===== config.mk =====
export PLATFORM = sky130hd
export DESIGN_NAME = if_prefetch_flat
export DESIGN_NICKNAME = d
export VERILOG_FILES = /design/src/rtl/if_prefetch_if.sv /design/src/rtl/if_prefetch.sv /design/src/flat_wrapper.sv
export SDC_FILE = /design/constraint.sdc
export NUM_CORES = 1
export LEC_CHECK = 0
export CAP_MARGIN = 10
export CORE_UTILIZATION = 45
export DETAILED_ROUTE_END_ITERATION = 7
export DONT_BUFFER_PORTS = 1
export PLACE_DENSITY_LB_ADDON = 0.15
export SKIP_LAST_GASP = 1
export SYNTH_ARGS = -nofsm -noshare
export SYNTH_HDL_FRONTEND = slang
export SYNTH_SLANG_ARGS = --single-unit

===== constraint.sdc =====
create_clock -name clk -period 3.2 [get_ports clk]
set_input_delay 0.32 -clock clk [delete_from_list [all_inputs] [get_ports clk]]
set_output_delay 0.32 -clock clk [all_outputs]
set_load 0.01 [all_outputs]

===== src/rtl/if_prefetch_if.sv =====
// if_prefetch_if: bundle of the fetch front end's ROM, redirect, ID-stage and
// observer signals.
//   master : the fetch unit (drives rom_ce_o/rom_addr_o and the inst_* outputs)
//   slave  : its surroundings (ROM data, redirect request, ID-stage ready)
// Ports of the bundle:
//   rom_ce_o, rom_addr_o      fetch request to the synchronous ROM
//   rom_data_i                ROM data, one cycle after the request
//   redirect_i, redirect_pc_i flush and restart address
//   inst_valid_o, inst_ready_i, inst_o, inst_pc_o   ID-stage handshake
//   count_o                   queue occupancy
interface if_prefetch_if #(
  parameter int ADDR_W = 32,
  parameter int INST_W = 32,
  parameter int DEPTH  = 4
) ();
  localparam int CW = $clog2(DEPTH + 1);

  logic              rom_ce_o;
  logic [ADDR_W-1:0] rom_addr_o;
  logic [INST_W-1:0] rom_data_i;
  logic              redirect_i;
  logic [ADDR_W-1:0] redirect_pc_i;
  logic              inst_valid_o;
  logic              inst_ready_i;
  logic [INST_W-1:0] inst_o;
  logic [ADDR_W-1:0] inst_pc_o;
  logic [CW-1:0]     count_o;

  modport master (
    output rom_ce_o, rom_addr_o,
    input  rom_data_i,
    input  redirect_i, redirect_pc_i,
    output inst_valid_o,
    input  inst_ready_i,
    output inst_o, inst_pc_o, count_o
  );

  modport slave (
    input  rom_ce_o, rom_addr_o,
    output rom_data_i,
    output redirect_i, redirect_pc_i,
    input  inst_valid_o,
    output inst_ready_i,
    input  inst_o, inst_pc_o, count_o
  );
endinterface


===== src/rtl/if_prefetch.sv =====
// if_prefetch: credit-limited instruction fetch front end. Issues sequential
// fetches to a one-cycle-latency ROM, buffers {pc, inst} responses in a
// DEPTH-entry circular queue and hands them to ID over valid/ready. A redirect
// flushes the queue, drops any arriving response and restarts at a new PC.
// Ports:
//   clk  rising-edge clock
//   rst  synchronous active-high reset
//   bus  if_prefetch_if.master (ROM request/data, redirect, ID handshake, count_o)
// Optional feature: define IF_PREFETCH_BYPASS_EN to let a response arriving
// into an empty queue drive the ID outputs in the same cycle.
module if_prefetch #(
  parameter int                ADDR_W   = 32,
  parameter int                INST_W   = 32,
  parameter int                DEPTH    = 4,
  parameter int                PC_STEP  = 4,
  parameter logic [ADDR_W-1:0] RESET_PC = {ADDR_W{1'b0}}
) (
  input logic           clk,
  input logic           rst,
  if_prefetch_if.master bus
);
  localparam int              CW      = $clog2(DEPTH + 1);
  localparam int              PW      = $clog2(DEPTH);
  localparam logic [CW:0]     DEPTH_C = (CW + 1)'(DEPTH);
  localparam logic [CW-1:0]   FULL_C  = CW'(DEPTH);
  localparam logic [ADDR_W-1:0] STEP_C = ADDR_W'(PC_STEP);

  logic [ADDR_W-1:0] fpc;
  logic [ADDR_W-1:0] fpc_q;
  logic              req_q;
  logic [ADDR_W-1:0] q_pc   [DEPTH];
  logic [INST_W-1:0] q_inst [DEPTH];
  logic [PW-1:0]     rd_ptr;
  logic [PW-1:0]     wr_ptr;
  logic [CW-1:0]     count;

  logic [CW:0]       credit;
  logic              issue;
  logic              bypass;
  logic              valid;
  logic              pop;
  logic              pop_q;
  logic              push;

`ifdef IF_PREFETCH_BYPASS_EN
  // An arriving response may be handed straight to ID when nothing is queued.
  assign bypass = req_q && !bus.redirect_i && !rst && (count == {CW{1'b0}});
`else
  assign bypass = 1'b0;
`endif

  // Credit check: queued entries plus the in-flight request must leave room.
  always_comb begin
    credit = {1'b0, count} + {{CW{1'b0}}, req_q};
    issue  = !rst && !bus.redirect_i && (credit < DEPTH_C);
  end

  // ID-side handshake, head selection and queue push/pop qualification.
  always_comb begin
    valid = !rst && !bus.redirect_i && ((count != {CW{1'b0}}) || bypass);
    if (bypass) begin
      bus.inst_o    = bus.rom_data_i;
      bus.inst_pc_o = fpc_q;
    end else begin
      bus.inst_o    = q_inst[rd_ptr];
      bus.inst_pc_o = q_pc[rd_ptr];
    end
    pop   = valid && bus.inst_ready_i;
    // A bypassed instruction never entered the queue, so it does not pop it.
    pop_q = pop && !bypass;
    // A bypassed response is queued only when ID did not take it right away.
    push  = req_q && !bus.redirect_i && !(bypass && bus.inst_ready_i);
  end

  assign bus.inst_valid_o = valid;
  assign bus.rom_ce_o     = issue;
  assign bus.rom_addr_o   = fpc;
  assign bus.count_o      = count;

  // Fetch PC, in-flight tracking, queue pointers and occupancy.
  always_ff @(posedge clk) begin
    if (rst) begin
      fpc    <= RESET_PC;
      fpc_q  <= RESET_PC;
      req_q  <= 1'b0;
      rd_ptr <= {PW{1'b0}};
      wr_ptr <= {PW{1'b0}};
      count  <= {CW{1'b0}};
    end else if (bus.redirect_i) begin
      fpc    <= bus.redirect_pc_i;
      req_q  <= 1'b0;
      rd_ptr <= {PW{1'b0}};
      wr_ptr <= {PW{1'b0}};
      count  <= {CW{1'b0}};
    end else begin
      req_q <= issue;
      if (issue) begin
        fpc   <= fpc + STEP_C;
        fpc_q <= fpc;
      end
      // DEPTH is a power of two, so the pointers wrap by overflow.
      if (push) begin
        wr_ptr <= wr_ptr + PW'(1);
      end
      if (pop_q) begin
        rd_ptr <= rd_ptr + PW'(1);
      end
      case ({push, pop_q})
        2'b10:   count <= count + CW'(1);
        2'b01:   count <= count - CW'(1);
        default: count <= count;
      endcase
    end
  end

  // Queue storage; data needs no reset because count gates its visibility.
  always_ff @(posedge clk) begin
    if (!rst && push) begin
      q_pc[wr_ptr]   <= fpc_q;
      q_inst[wr_ptr] <= bus.rom_data_i;
    end
  end

  // The credit rule must never let a response arrive into a full queue.
  a_no_push_full: assert property (@(posedge clk) disable iff (rst)
    !(push && (count == FULL_C)));

endmodule


===== src/flat_wrapper.sv =====
// flat-port wrapper written by rule: the top's interface ports become plain ports
module if_prefetch_flat 
#(
  parameter int                ADDR_W   = 32,
  parameter int                INST_W   = 32,
  parameter int                DEPTH    = 4,
  parameter int                PC_STEP  = 4,
  parameter logic [ADDR_W-1:0] RESET_PC = {ADDR_W{1'b0}}
)
  (clk, rst, bus_rom_ce_o, bus_rom_addr_o, bus_rom_data_i, bus_redirect_i, bus_redirect_pc_i, bus_inst_valid_o, bus_inst_ready_i, bus_inst_o, bus_inst_pc_o, bus_count_o);
  if_prefetch_if #(.ADDR_W(ADDR_W), .INST_W(INST_W), .DEPTH(DEPTH)) bus_i ();
  input logic clk;
  input logic rst;
  output wire logic [$bits(bus_i.rom_ce_o)-1:0] bus_rom_ce_o;
  output wire logic [$bits(bus_i.rom_addr_o)-1:0] bus_rom_addr_o;
  input wire logic [$bits(bus_i.rom_data_i)-1:0] bus_rom_data_i;
  input wire logic [$bits(bus_i.redirect_i)-1:0] bus_redirect_i;
  input wire logic [$bits(bus_i.redirect_pc_i)-1:0] bus_redirect_pc_i;
  output wire logic [$bits(bus_i.inst_valid_o)-1:0] bus_inst_valid_o;
  input wire logic [$bits(bus_i.inst_ready_i)-1:0] bus_inst_ready_i;
  output wire logic [$bits(bus_i.inst_o)-1:0] bus_inst_o;
  output wire logic [$bits(bus_i.inst_pc_o)-1:0] bus_inst_pc_o;
  output wire logic [$bits(bus_i.count_o)-1:0] bus_count_o;
  assign bus_rom_ce_o = bus_i.rom_ce_o;
  assign bus_rom_addr_o = bus_i.rom_addr_o;
  assign bus_i.rom_data_i = bus_rom_data_i;
  assign bus_i.redirect_i = bus_redirect_i;
  assign bus_i.redirect_pc_i = bus_redirect_pc_i;
  assign bus_inst_valid_o = bus_i.inst_valid_o;
  assign bus_i.inst_ready_i = bus_inst_ready_i;
  assign bus_inst_o = bus_i.inst_o;
  assign bus_inst_pc_o = bus_i.inst_pc_o;
  assign bus_count_o = bus_i.count_o;
  if_prefetch #(.ADDR_W(ADDR_W), .INST_W(INST_W), .DEPTH(DEPTH), .PC_STEP(PC_STEP), .RESET_PC(RESET_PC)) u_core (.clk(clk), .rst(rst), .bus(bus_i));
endmodule

### Word level (Yosys, flattened, before mapping)

Memory sizes are Yosys's and may differ from the RTL's. A register that Yosys moved wholly into a read port is not among the register bits.
Index checks and enable logic that the tools add are counted.

* output and inout port bits: 101
* input bits: 68
* bits in writable memories: 256
* word-level logic and storage cells: 40
* register bits: 72
* memories: 2

Memories
* u_core.q_inst: depth 4, width 32, rd ports 1, clocked after memory_dff 1, wr ports 1, line if_prefetch.sv:32 `logic [INST_W-1:0] q_inst [DEPTH];`
* u_core.q_pc: depth 4, width 32, rd ports 1, clocked after memory_dff 1, wr ports 1, line if_prefetch.sv:31 `logic [ADDR_W-1:0] q_pc [DEPTH];`

* bitwise gates (word level): 1
* reductions and logical operators: 13
* add/subtract/negate cells: 6
* eq/ne operators: 2
* order comparisons: 1
* mux-type cells: 9

Operators with widths (number)
* 32-bit 2-to-1 mux: 2
* 32-bit by 3-bit adder with 32-bit output, second input constant: 1
* 2-bit 2-to-1 mux: 4
* 1-bit logical AND: 6
* 3-bit one-hot mux with 2 select lines: 1
* 2-bit by 1-bit adder with 2-bit output, second input constant: 2
* 3-bit by 1-bit adder with 4-bit output: 1
* 4-bit by 3-bit less-than comparator with 1-bit output, second input constant: 1
* 2-bit nonzero test: 2
* 3-bit by 1-bit adder with 3-bit output, second input constant: 1
* 3-bit nonzero test: 1
* 3-bit by 1-bit subtractor with 3-bit output, second input constant: 1
* 2-bit by 1-bit == test with 1-bit output, second input constant: 1
* 2-bit == test, second input constant: 1
* 1-bit logical NOT: 2
* 1-bit 2-to-1 mux: 2
* 2-bit AND reduction: 1
* 2-bit OR reduction: 1
* 1-bit NOT: 1

### Logic depth before layout (Yosys ltp)

* word-level depth: 6
* depth in mapped cells: 11
* mapped depth without buffers: 8

### Worst setup path after synthesis

OpenSTA, ideal clock, no wires.

* kind: input-to-reg
* from: input port bus_redirect_i
* to: memory u_core.q_inst[0][0], enable pin
* required time: 2.771 ns
* path slack: 0.340 ns
* stages: 4
* library setup time: 0.429 ns
* arrival time: 2.431 ns
* path buffers: 2
* path through: clkbuf_1 > nor2_1 > clkbuf_1 > and3_1

* longest elaborated chain between the ends: 5

Ends and longest elaborated chain
* from (decl): line flat_wrapper.sv:17 `input wire logic [$bits(bus_i.redirect_i)-1:0] bus_redirect_i;`
* 1-bit logical NOT: line if_prefetch.sv:72 `push = req_q && !bus.redirect_i && !(bypass && bus.inst_ready_i);`
* 1-bit logical AND: line if_prefetch.sv:72
* 1-bit logical AND: line if_prefetch.sv:118 `if (!rst && push) begin`
* 1-bit 2-to-1 mux: line if_prefetch.sv:118
* 1-bit 2-to-1 mux (not written as such): line if_prefetch.sv:120 `q_inst[wr_ptr] <= bus.rom_data_i;`
* to (decl): line if_prefetch.sv:32

No other way between the ends.

### Worst setup path in the final report

* from: register u_core.req_q
* to: output port bus_rom_ce_o

* longest elaborated chain between the ends: 3

Ends and longest elaborated chain
* from (decl): line if_prefetch.sv:30 `logic req_q;`
* from (signal assigned): line if_prefetch.sv:96 `req_q <= issue;`
* 3-bit by 1-bit adder with 4-bit output: line if_prefetch.sv:54 `credit = {1'b0, count} + {{CW{1'b0}}, req_q};`
* 4-bit by 3-bit less-than comparator with 1-bit output: line if_prefetch.sv:55 `issue = !rst && !bus.redirect_i && (credit < DEPTH_C);`
* 1-bit logical AND: line if_prefetch.sv:55
* to (decl): line flat_wrapper.sv:14 `output wire logic [$bits(bus_i.rom_ce_o)-1:0] bus_rom_ce_o;`

No other way between the ends.

==> impl_metrics.tcl <==
set metrics [dict create \
    dr_total_vias 7061 \
    ys_seq_elements 330 \
    postRouteWirelength_um 28500 \
    portBuffers 0 \
    skew_ns 0.0202 \
    synth_top_family_by_area "multiplexers" \
    finalHoldViolCount 0 \
    power_mw 9.00 \
    clk_latency_ns 0.52 \
    synth_compound_area_frac 0.0503 \
    whs_ns 0.0246 \
    ir_drop_mv 0.310 \
    muxShareOfSynthArea 0.115 \
    postSynthAreaPerCell_um2 16.3 \
    grt_util_all_layers 0.203 \
    synth_cell_types 62 \
    gr-total-overflow 0 \
    grt_pass1_vias 7391 \
    nNetsFinal 913 \
    async_flop_share 0 \
    layout_min_cycle_time_ns 2.66 \
    gp_congestion 0.837 \
    drc_errors 0 \
    synth_xor_area_frac 0.00958 \
    required_ns 2.88 \
    first_pass_iters 4 \
    critPathCaptureType "primary output" \
    status "complete, no violations" \
    placed_cell_area_um2 13300 \
    design_area_um2 14900 \
    die_h_um 171 \
    finalMaxSlewViolations 0 \
    tns_ns 0 \
    drt_iter0_drc 443 \
    synthCells 786 \
    synth_edf_count 256 \
    wl_per_cell_um 23.0 \
    die_w_um 171 \
    clkSinkCount 330 \
    worst_ep_arrival_time_ns 2.34 \
    io_pins 169 \
    vias_per_cell 5.68 \
    fmax_ghz 0.376 \
    path_class "reg2out" \
    worst-slew-pin-transition_ns 0.919 \
    ant_nets 0 \
    cts_made_buffers 35 \
    power.density_nw_per_um2 604 \
    grt_pass1_wl_um 44100 \
    max-slew-margin-rel 0.382 \
    hold_path.class "in2reg" \
    clk_path_buf_depth 3 \
    cts_root_buf "clkbuf_16" \
    insertedDiodeCount 0 \
    clkSlewWorstSetupHoldPaths_ns 0.06 \
    synthAdderAreaFrac 0.00743 \
    ctsHtreeMaxLevel 2 \
    netlist_area_um2 12800 \
    grt_antenna_before_repair 0 \
    yosysSeqAreaShare 0.716 \
    placementRows 61 \
    ys_warn_count 0 \
    critical_path.max_fanout 14 \
    leakagePower_nw 4.77 \
    drive_gt1_frac 0.173 \
    start_kind "flop" \
    dp_hpwl_um 18000 \
    setup_viol 0 \
    syn_to_final_growth_pct 16.5 \
    core-area_um2 27900 \
    rsz0062_at_grt "no" \
    synth-simple-area-share 0.0796 \
    synth_nets 861 \
    grt_start_max_net_pins 59 \
    cap_violations 0 \
    start_util 0.460 \
    dieArea_um2 29100 \
    cts_tree "done" \
    fin_crit_sh 0.830 \
    ys.flop_type "edfxtp_1" \
]
routing by layer:
| layer | vias up | wire length (um) | track usage |
|---|---|---|---|
| li1 | 3195 | - | - |
| met1 | 3582 | 12100 | 0.267 |
| met2 | 246 | 13800 | 0.334 |
| met3 | 38 | 2110 | 0.0518 |
| met4 | 0 | 526 | 0.0533 |
| met5 | - | 0 | 0 |
report_power, final:
part	switching, mW	total [mW]	internal (mW)
clock	1.60	3.98	2.38
sequential	0.0983	4.75	4.66
combinational	0.149	0.263	0.114
stage by stage:
| step | instances | worst slack (ns) | utilization |
|---|---|---|---|
| 2_1_floorplan | 786 | 0.340 | - |
| 6_report | 1243 | 0.544 | 0.535 |
| 5_1_grt | 1243 | 0.369 | 0.535 |
| 3_5_place_dp | 1130 | 0.738 | 0.476 |
| 4_1_cts | 1243 | 0.558 | 0.535 |
| 3_3_place_gp | 1130 | 0.824 | 0.476 |
layout make-up:
type / instances / area (um^2)
Sequential cell: 330 / 9180
Fill cell: 2258 / 13000
Tap cell: 378 / 473
Timing Repair Buffer: 65 / 678
Clock inverter: 21 / 220
Multi-Input combinational cell: 387 / 3370
Clock buffer: 43 / 916
Inverter: 19 / 71.3
Yosys cell counts (6+ instances only):
cell type  count  area, um^2
a211oi_1       8        60.1
a21oi_1       42         210
a311oi_1       6        52.6
a31oi_1        6        37.5
and3_1         6        37.5
buf_2          9        45.0
clkbuf_1      34         128
dfxtp_1       74        1480
edfxtp_1     256        7690
ha_1           6        75.1
inv_1         17        63.8
mux4_2        64        1440
nand2_1       80         300
nand3_1       15        75.1
nand4_1       18         113
nor2_1        29         109
nor3_1        15        75.1
nor4_1         7        43.8
or3_1          6        37.5
xnor2_1        8        70.1
xor2_1         6        52.6
cells in the final DEF, fill, tap and decap left out, drive strengths merged, types with 8 or more instances in the layout:
cell | netlist | final
a211oi | 8 | 8
a21oi | 42 | 42
buf | 14 | 17
clkbuf | 36 | 43
clkinv | 1 | 12
dfxtp | 74 | 74
dlygate4sd3 | 0 | 48
edfxtp | 256 | 256
inv | 18 | 22
mux4 | 64 | 64
nand2 | 80 | 80
nand3 | 17 | 17
nand4 | 18 | 18
nor2 | 29 | 29
nor3 | 16 | 16
nor4 | 8 | 8
xnor2 | 8 | 8
critical path, cell delays in order, from the launching register on:
cell      delay [ns]
dfxtp_1         0.58
a31oi_1         0.15
buf_4           0.21
nand2_1         0.10
clkinv_1        0.42
buf_4           0.37
state kept, by name, summed over array words and instances, names as in the netlist, named ones only:
register and flops:
u_core.bus.count_o 3, u_core.bus.rom_addr_o 32, u_core.q_pc 128, u_core.fpc_q 32, u_core.wr_ptr 2, u_core.req_q 1, u_core.rd_ptr 2, u_core.q_inst 128
what timing repair did:
item	4_1_cts	5_1_grt
resized for setup	0	0
endpoints found under the hold margin	188	0
hold buffers	49	0
setup buffers	0	0
cells by family after synthesis:
family                     count (synthesis)
buffers and inverters                     69
AOI/OAI and AO/OA                         96
xor gates and xnor gates                  14
muxes                                     67
DFF                                      330
adders and majority gates                  7
and+or+nand+nor                          203
worst paths after layout:
check | slack [ns] | startpoint | end | depth (start not counted)
min reg2reg | 0.50 | u_core.fpc_q[25] | u_core.fpc_q[25] | 2
max reg2reg | 0.78 | u_core.bus.rom_addr_o[3] | u_core.bus.rom_addr_o[18] | 5
min | 0.02 | rst | u_core.bus.rom_addr_o[14] | 2
max | 0.54 | u_core.req_q | bus_rom_ce_o | 5
No activity file was read; power rests on OpenSTA's default activity.
